--- src/rtl/shift_normalizer_if.sv ---
// Request/result bundle for shift_normalizer.
// The master side issues start/funct/a; the slave side (the normalizer)
// returns busy/done and the normalized result R, shift count N and zero flag.
interface shift_normalizer_if #(
  parameter int WIDTH = 32,
  parameter int NW    = 5
);
  logic             start;
  logic [1:0]       funct;
  logic [WIDTH-1:0] a;
  logic             busy;
  logic             done;
  logic [WIDTH-1:0] R;
  logic [NW-1:0]    N;
  logic             zero;

  modport master (
    output start, funct, a,
    input  busy, done, R, N, zero
  );

  modport slave (
    input  start, funct, a,
    output busy, done, R, N, zero
  );
endinterface

--- src/rtl/shift_normalizer.sv ---
// shift_normalizer: iterative normalizer, the sequential inverse of the Shifter.
// Captures a word on an accepted start, then shifts it one position per cycle
// until the mode's termination test holds, reporting the normalized word R,
// the shift count N and a zero-operand flag.
//   funct 00: left-normalize unsigned  (stop when msb is 1)
//   funct 01: left-normalize signed    (stop when msb differs from msb-1)
//   funct 10: right-strip zeros, logical fill    (stop when lsb is 1)
//   funct 11: right-strip zeros, arithmetic fill (stop when lsb is 1)
// A zero operand or reaching a count of WIDTH-1 also terminates.
// Optional build macro SHIFT_NORMALIZER_FAST_EN: in modes 00/10/11 a nibble of
// zeros on the examined side is skipped in a single cycle (shift by 4).
// Results are the same with or without the macro; only latency changes.
module shift_normalizer #(
  parameter int WIDTH = 32,
  parameter int NW    = 5
) (
  input logic              clk,
  input logic              rst,
  shift_normalizer_if.slave bus
);

  typedef enum logic [1:0] {
    ST_IDLE  = 2'd0,
    ST_SHIFT = 2'd1,
    ST_DONE  = 2'd2
  } state_t;

  localparam logic [NW-1:0] CNT_CAP  = NW'(WIDTH - 1);
  localparam logic [NW-1:0] FAST_MAX = NW'(WIDTH - 5);

  state_t           state_q, state_d;
  logic [WIDTH-1:0] work_q,  work_d;
  logic [1:0]       mode_q,  mode_d;
  logic [NW-1:0]    cnt_q,   cnt_d;
  logic [WIDTH-1:0] r_q,     r_d;
  logic [NW-1:0]    n_q,     n_d;
  logic             zero_q,  zero_d;
  logic [2:0]       step_amt;

  // Mode-specific "this word is normalized" test.
  function automatic logic term_hit(input logic [1:0] mode, input logic [WIDTH-1:0] w);
    logic hit;
    case (mode)
      2'b00:   hit = w[WIDTH-1];
      2'b01:   hit = w[WIDTH-1] ^ w[WIDTH-2];
      default: hit = w[0];
    endcase
    return hit;
  endfunction

  // Shift the work word by amt in the mode's direction with the mode's fill.
  // For mode 11 the msb of the work word always equals the captured operand's
  // sign bit (arithmetic shifts replicate it), so >>> fills with that sign.
  function automatic logic [WIDTH-1:0] shift_step(input logic [1:0]       mode,
                                                  input logic [WIDTH-1:0] w,
                                                  input logic [2:0]       amt);
    logic signed [WIDTH-1:0] ws;
    logic        [WIDTH-1:0] res;
    ws = w;
    case (mode)
      2'b00, 2'b01: res = w << amt;
      2'b10:        res = w >> amt;
      default:      res = $unsigned(ws >>> amt);
    endcase
    return res;
  endfunction

`ifdef SHIFT_NORMALIZER_FAST_EN
  // Pick a 4-position jump when the next nibble on the examined side is empty.
  always_comb begin
    logic nib_zero;
    if (mode_q == 2'b00) begin
      nib_zero = (work_q[WIDTH-1 -: 4] == 4'd0);
    end else begin
      nib_zero = (work_q[3:0] == 4'd0);
    end
    if ((mode_q != 2'b01) && nib_zero && (cnt_q <= FAST_MAX)) begin
      step_amt = 3'd4;
    end else begin
      step_amt = 3'd1;
    end
  end
`else
  // Single-bit stepping throughout.
  always_comb begin
    step_amt = 3'd1;
  end
`endif

  // Next-state and datapath update for the IDLE/SHIFT/DONE sequence.
  always_comb begin
    state_d = state_q;
    work_d  = work_q;
    mode_d  = mode_q;
    cnt_d   = cnt_q;
    r_d     = r_q;
    n_d     = n_q;
    zero_d  = zero_q;
    case (state_q)
      ST_IDLE: begin
        if (bus.start) begin
          work_d  = bus.a;
          mode_d  = bus.funct;
          cnt_d   = '0;
          state_d = ST_SHIFT;
        end
      end
      ST_SHIFT: begin
        if (work_q == '0) begin
          r_d     = '0;
          n_d     = '0;
          zero_d  = 1'b1;
          state_d = ST_DONE;
        end else if (term_hit(mode_q, work_q) || (cnt_q == CNT_CAP)) begin
          r_d     = work_q;
          n_d     = cnt_q;
          zero_d  = 1'b0;
          state_d = ST_DONE;
        end else begin
          work_d = shift_step(mode_q, work_q, step_amt);
          cnt_d  = cnt_q + NW'(step_amt);
        end
      end
      ST_DONE: begin
        state_d = ST_IDLE;
      end
      default: begin
        state_d = ST_IDLE;
      end
    endcase
  end

  // Control state and architecturally visible results, cleared by reset.
  always_ff @(posedge clk) begin
    if (rst) begin
      state_q <= ST_IDLE;
      r_q     <= '0;
      n_q     <= '0;
      zero_q  <= 1'b0;
    end else begin
      state_q <= state_d;
      r_q     <= r_d;
      n_q     <= n_d;
      zero_q  <= zero_d;
    end
  end

  // Working operand, mode and count; only meaningful while in SHIFT.
  always_ff @(posedge clk) begin
    work_q <= work_d;
    mode_q <= mode_d;
    cnt_q  <= cnt_d;
  end

  assign bus.busy = (state_q == ST_SHIFT);
  assign bus.done = (state_q == ST_DONE);
  assign bus.R    = r_q;
  assign bus.N    = n_q;
  assign bus.zero = zero_q;

endmodule
--- src/flat_wrapper.sv ---
// flat-port wrapper written by rule: the top's interface ports become plain ports
module shift_normalizer_flat 
#(
  parameter int WIDTH = 32,
  parameter int NW    = 5
)
  (clk, rst, bus_start, bus_funct, bus_a, bus_busy, bus_done, bus_R, bus_N, bus_zero);
  shift_normalizer_if #(.WIDTH(WIDTH), .NW(NW)) bus_i ();
  input logic clk;
  input logic rst;
  input wire logic [$bits(bus_i.start)-1:0] bus_start;
  input wire logic [$bits(bus_i.funct)-1:0] bus_funct;
  input wire logic [$bits(bus_i.a)-1:0] bus_a;
  output wire logic [$bits(bus_i.busy)-1:0] bus_busy;
  output wire logic [$bits(bus_i.done)-1:0] bus_done;
  output wire logic [$bits(bus_i.R)-1:0] bus_R;
  output wire logic [$bits(bus_i.N)-1:0] bus_N;
  output wire logic [$bits(bus_i.zero)-1:0] bus_zero;
  assign bus_i.start = bus_start;
  assign bus_i.funct = bus_funct;
  assign bus_i.a = bus_a;
  assign bus_busy = bus_i.busy;
  assign bus_done = bus_i.done;
  assign bus_R = bus_i.R;
  assign bus_N = bus_i.N;
  assign bus_zero = bus_i.zero;
  shift_normalizer #(.WIDTH(WIDTH), .NW(NW)) u_core (.clk(clk), .rst(rst), .bus(bus_i));
endmodule
--- config.mk ---
export PLATFORM = sky130hd
export DESIGN_NAME = shift_normalizer_flat
export DESIGN_NICKNAME = d
export VERILOG_FILES = /design/src/rtl/shift_normalizer_if.sv /design/src/rtl/shift_normalizer.sv /design/src/flat_wrapper.sv
export SDC_FILE = /design/constraint.sdc
export NUM_CORES = 1
export LEC_CHECK = 0
export ABC_AREA = 1
export CAP_MARGIN = 40
export CORE_ASPECT_RATIO = 0.9
export CORE_MARGIN = 2
export CORE_UTILIZATION = 47
export DETAILED_ROUTE_END_ITERATION = 7
export GPL_TIMING_DRIVEN = 0
export PLACE_DENSITY = 0.8
export SYNTH_ARGS = -nofsm -noshare
export SYNTH_HDL_FRONTEND = slang
export SYNTH_SLANG_ARGS = --single-unit
--- constraint.sdc ---
create_clock -name clk -period 3.6 [get_ports clk]
set_clock_uncertainty 0.2 [all_clocks]
set_input_delay 0.72 -clock clk [delete_from_list [all_inputs] [get_ports clk]]
set_output_delay 0.72 -clock clk [all_outputs]
set_load 0.02 [all_outputs]
* Yosys cells after proc, flatten, opt, wreduce, memory -nomap -nowiden
Cells that the tools add are included. W data, S select, Z words.
Word-level totals: input port bits 37, flip-flop bits (word level) 79, logic and storage cells 54, output and inout bits 40
Operators by class: reductions and logical operators 12, bitwise operators 1, mux-type cells 22, add/subtract/negate cells 1, equality and inequality tests 10
Operators with widths (number):
- $mux W32 | 5
- $pmux W32 S2 | 2
- $logic_not A32 Y1 | 1
- $mux W5 | 5
- $pmux W5 S2 | 1
- $mux W2 | 3
- $ne A2 B2 Y1 const B | 3
- $ne A3 B1 Y1 const B | 2
- $reduce_and A2 Y1 | 3
- $add A5 B1 Y5 const B | 1
- $eq A5 B5 Y1 const B | 1
- $reduce_and A5 Y1 | 1
- $eq A2 B1 Y1 const B | 2
- $eq A2 B2 Y1 const B | 2
- $logic_not A2 Y1 | 2
- $mux W1 | 4
- $pmux W2 S2 | 1
- $reduce_and A4 Y1 | 1
- $reduce_bool A2 Y1 | 2
- $pmux W1 S2 | 1
- $reduce_or A2 Y1 | 1
- $logic_or A1 B1 Y1 | 1
- $xor A1 B1 Y1 | 1

* Logic depth before layout (Yosys ltp)
word-level depth 8, gate-level depth with buffers 12, depth with buffers taken out 11

* Worst setup path after synthesis
Ideal clock, no wire load.
path kind reg-to-reg, start point register u_core.cnt_q[0], end point register u_core.cnt_q[0], enable pin, data required time 2.971 ns, data arrival time 3.067 ns, slack -0.097 ns, cell stages (with the launch flop) 12, setup time 0.429 ns, buffers on the path 2, clock period less this slack 3.697 ns, cell sequence edfxtp_1 -> ha_1 -> nand2_1 -> nor2_1 -> ha_1 -> a21oi_1 -> nand2_1 -> nand2_1 -> buf_4 -> buf_4 -> nand2_1 -> nor2_1
On the way: longest elaborated chain between the ends 4
RTL lines:
- start: declaration | RTL line shift_normalizer.sv:34 | logic [NW-1:0] cnt_q, cnt_d;
- start signal: assignment | RTL line shift_normalizer.sv:152 | cnt_q <= cnt_d;
- $eq A5 B5 Y1 | RTL line shift_normalizer.sv:114 | end else if (term_hit(mode_q, work_q) || (cnt_q == CNT_CAP)) begin
- $logic_or A1 B1 Y1 | RTL line shift_normalizer.sv:114
- $ne A2 B2 Y1 (no source line)
- $reduce_and A4 Y1 (no source line)
No other way between the ends. A chain may end at the register's enable or synchronous reset.

* Worst setup path after layout
start point register u_core.cnt_q[0], end point register u_core.work_q[11], enable pin
On the way: longest elaborated chain between the ends 4
RTL lines:
- $eq A5 B5 Y1 | RTL line shift_normalizer.sv:114
- $logic_or A1 B1 Y1 | RTL line shift_normalizer.sv:114
- $ne A2 B2 Y1 (no source line)
- $reduce_and A4 Y1 (no source line)
- end signal: assignment | RTL line shift_normalizer.sv:150 | work_q <= work_d;
- end: declaration | RTL line shift_normalizer.sv:32 | logic [WIDTH-1:0] work_q, work_d;
No other way between the ends.

==> results.cfg <==
[outcome]
result_of_the_run = finished, final reports clean

[timing]
timing.final.hold_violations = 0
unrepaired_setup_endpoints_after_global_routing = no
setup_viol = 0
layout_worst_path_cycle_share_pct = 86.2
final.min_clock_period_ps = 3100
final.setup.worst_slack_ps = 498
final-max-slew-violation-count = 0
timing_worst_slew_pin_value_ps = 549
timing.slew.headroom_pct = 63.3
timing.fmax_ghz = 0.322

[yosys]
synth_area_in_compound_gates_pct = 14.0
yosys.area_share.simple_pct = 24.1
muxShareOfSynthArea_pct = 0
synthesized_flop_and_latch_total = 79
synth.cell_area_mm2 = 0.00386
postSynth.topFlopCell = sky130_fd_sc_hd__dfxtp_1
synth_top_family_by_area = simple AND/OR/NAND/NOR gates
synth_seq_area_share_pct = 51.0
post_synth_fa_ha_maj_area_fraction_pct = 0.971
synth_enable_flop_cells = 39
synth-xor-area-share_pct = 0
number_of_nets_in_the_synthesized_netlist = 547
ys_warn_count = 0
synth_async_reset_ratio_pct = 0
synth_cell_type_count = 23
syn-instance-count = 507
synth_area_per_cell_um2 = 7.62

[worst_setup_path]
critPathKind = flip-flop to flip-flop
cp_capture_point = u_core.work_q[11]
setup.reg_to_reg.worst_slack_ps = 500
timing.rr.end = u_core.work_q[11]
r2r_cells = 12
worst_setup_path_start_kind = flip-flop
path_cells = ha_1 > nand2_1 > nor2_1 > ha_1 > a21oi_1 > nand2_1 > nand2_1 > buf_4 > buf_4 > nand2_1 > nor2_4 > buf_16
critical_path.startpoint = u_core.cnt_q[0]
worstSetupEndpointType = flip-flop
worst_ep_required_time_ps = 3460
crit_top_cell = sky130_fd_sc_hd__nand2_1
crit_slowest_cell = sky130_fd_sc_hd__nor2_4
worst-path-max-fanout = 21
critical_path_arrival_ps = 2960
r2r-start = u_core.cnt_q[0]
critPathMaxStageDelay_ps = 450

[power_and_ir_drop]
power.total_mw = 2.46
power_per_cell_area_mw_per_mm2 = 494
p_leak_nw = 2.13
highest_ir_drop_seen_on_vdd_mv = 0.283

[routing]
via_per_inst = 5.26
detailedRoute.firstIterationViolations = 213
route.antenna.remaining_nets = 0
drt_drc_violations_left = 0
num_vias = 3679
totalWireLength_um = 9850
dr.pass1.iters = 4
routedWlPerCell_um = 14.1

[clock_network]
cts_root_buf = sky130_fd_sc_hd__clkbuf_8
clk_pin_slew_ps = 80
clock-sinks = 79
cts_inserted_buffers = 9
cts_h_tree_depth = 3
post_cts_resized = 0
postCtsSetupRepairBufs = 0
cts_max_path_buffers = 2
postCtsHoldBufs = 0
worstSkewPairLatency_ps = 350
cts_tree = yes

[global_routing]
grt_util_all_layers_pct = 22.4
grt_remaining_overflow = 0
antenna_found_initial = 0
grt_start_max_net_pins = 22
grt_first_pass_wirelength_um = 16100
number_of_global_route_vias_before_repair = 3567

[layout]
mostFrequentLayoutCell = sky130_fd_sc_hd__nor2_1
post_layout_nonfiller_instances = 699
commonest_cells_after_routing_fill_and_taps_aside = 100 x sky130_fd_sc_hd__nor2_1, 89 x sky130_fd_sc_hd__nand2_1, 76 x sky130_fd_sc_hd__clkdlybuf4s50_1
syn2layout_area_growth_pct = 28.9
final_nets = 635
number_of_antenna_cells_inserted = 0
finalCoreUtilization_pct = 62.0
nFillCells = 719
final_layout_size_suffix_gt1_share_pct = 6.00

[placed_design]
post-place-ws_ps = 496
io_buffer_count = 76
post-dp-hpwl_um = 7170
finalWeightedCongestion = 0.834
placedCellCount = 683

[die]
fp.coreArea_mm2 = 0.00803
num_io_pins = 77
height_of_the_die_um = 90.0
floorplan.die_area_mm2 = 0.00897
fp-row-count = 31
die_w_um = 99.6
initial_utilization_pct = 48.1

[hold_path]
worstHoldPathType = flip-flop to flip-flop

[flow_run]
timing.max_cap.violations = 0
final cells by class:
type,instances,area (µm²),share of cell area (%)
timing repair buffer,77,788,15.8
clock inverter,3,15.0,0.301
tap,99,124,2.49
clock buffer,13,181,3.64
inverter,55,206,4.14
sequential,79,1970,39.6
multi-input combinational,341,1520,30.5
buffer,32,175,3.52
kinds of logic (layout without fill, tap and decap cells):
group | after synthesis | count (layout)
AOI/OAI and AO/OA | 107 | 107
buffers and inverters | 87 | 180
and+or+nand+nor | 231 | 231
adders and majority gates | 3 | 3
DFF | 79 | 79
per-stage QoR:
stage | hold slack, ps | setup TNS (ps) | area, µm²
2_1_floorplan | 313 | 0 | 3870
3_3_place_gp | 314 | -5200 | 4750
3_5_place_dp | 334 | 0 | 4780
4_1_cts | 347 | 0 | 4980
5_1_grt | 381 | 0 | 4980
6_report | 344 | 0 | 4980
synth_stat cells (3+ instances only):
cell type,instances,area [µm²]
sky130_fd_sc_hd__o21ai_0,62,310
sky130_fd_sc_hd__clkbuf_1,16,60.1
sky130_fd_sc_hd__ha_1,3,37.5
sky130_fd_sc_hd__nand3_1,37,185
sky130_fd_sc_hd__inv_1,52,195
sky130_fd_sc_hd__dfxtp_1,40,801
sky130_fd_sc_hd__nand2_1,89,334
sky130_fd_sc_hd__a21oi_1,41,205
sky130_fd_sc_hd__buf_6,5,56.3
sky130_fd_sc_hd__edfxtp_1,39,1170
sky130_fd_sc_hd__nor2_1,101,379
sky130_fd_sc_hd__buf_2,8,40.0
flip-flops by register name, summed over array words and instances (netlist names):
name / cells
u_core.work_q: 32
u_core.cnt_q: 5
u_core.bus.N: 5
u_core.mode_q: 2
u_core.state_q: 2
u_core.bus.R: 32
u_core.bus.zero: 1
report_power, final:
| part | internal (mW) | switching [mW] |
|---|---|---|
| registers | 1.10 | 0.106 |
| logic | 0.257 | 0.342 |
| clock network | 0.332 | 0.321 |
how the worst min path moves through the flow:
stage                      from               end  slack, ps  cells past startpoint
6_report       u_core.bus.R[17]  u_core.bus.R[17]        340                      4
5_1_grt        u_core.bus.R[17]  u_core.bus.R[17]        380                      4
3_3_place_gp    u_core.bus.N[0]   u_core.bus.N[0]        310                      2
2_1_floorplan  u_core.work_q[0]   u_core.bus.R[0]        310                      2
4_1_cts        u_core.bus.R[11]  u_core.bus.R[11]        350                      4
3_5_place_dp   u_core.bus.R[11]  u_core.bus.R[11]        330                      4
worst max-delay path: cells and delay by family (launching register included):
family | cells | cell delay, ps
flip-flops | 1 | 430
adder cells (fa/ha/maj) | 2 | 430
AO/OA/AOI/OAI | 1 | 130
AND/OR/NAND/NOR | 6 | 970
buffers and inverters | 3 | 630
routing by layer:
metal	share of wire, %	vias to the layer above	track usage (%)
met3	7.5	13	4.90
met4	1.1	0	6.85
met5	0	-	0
met2	48	147	37.2
met1	43	1707	29.4
li1	-	1812	-
Note: power is estimated with default switching activity, not from simulation.
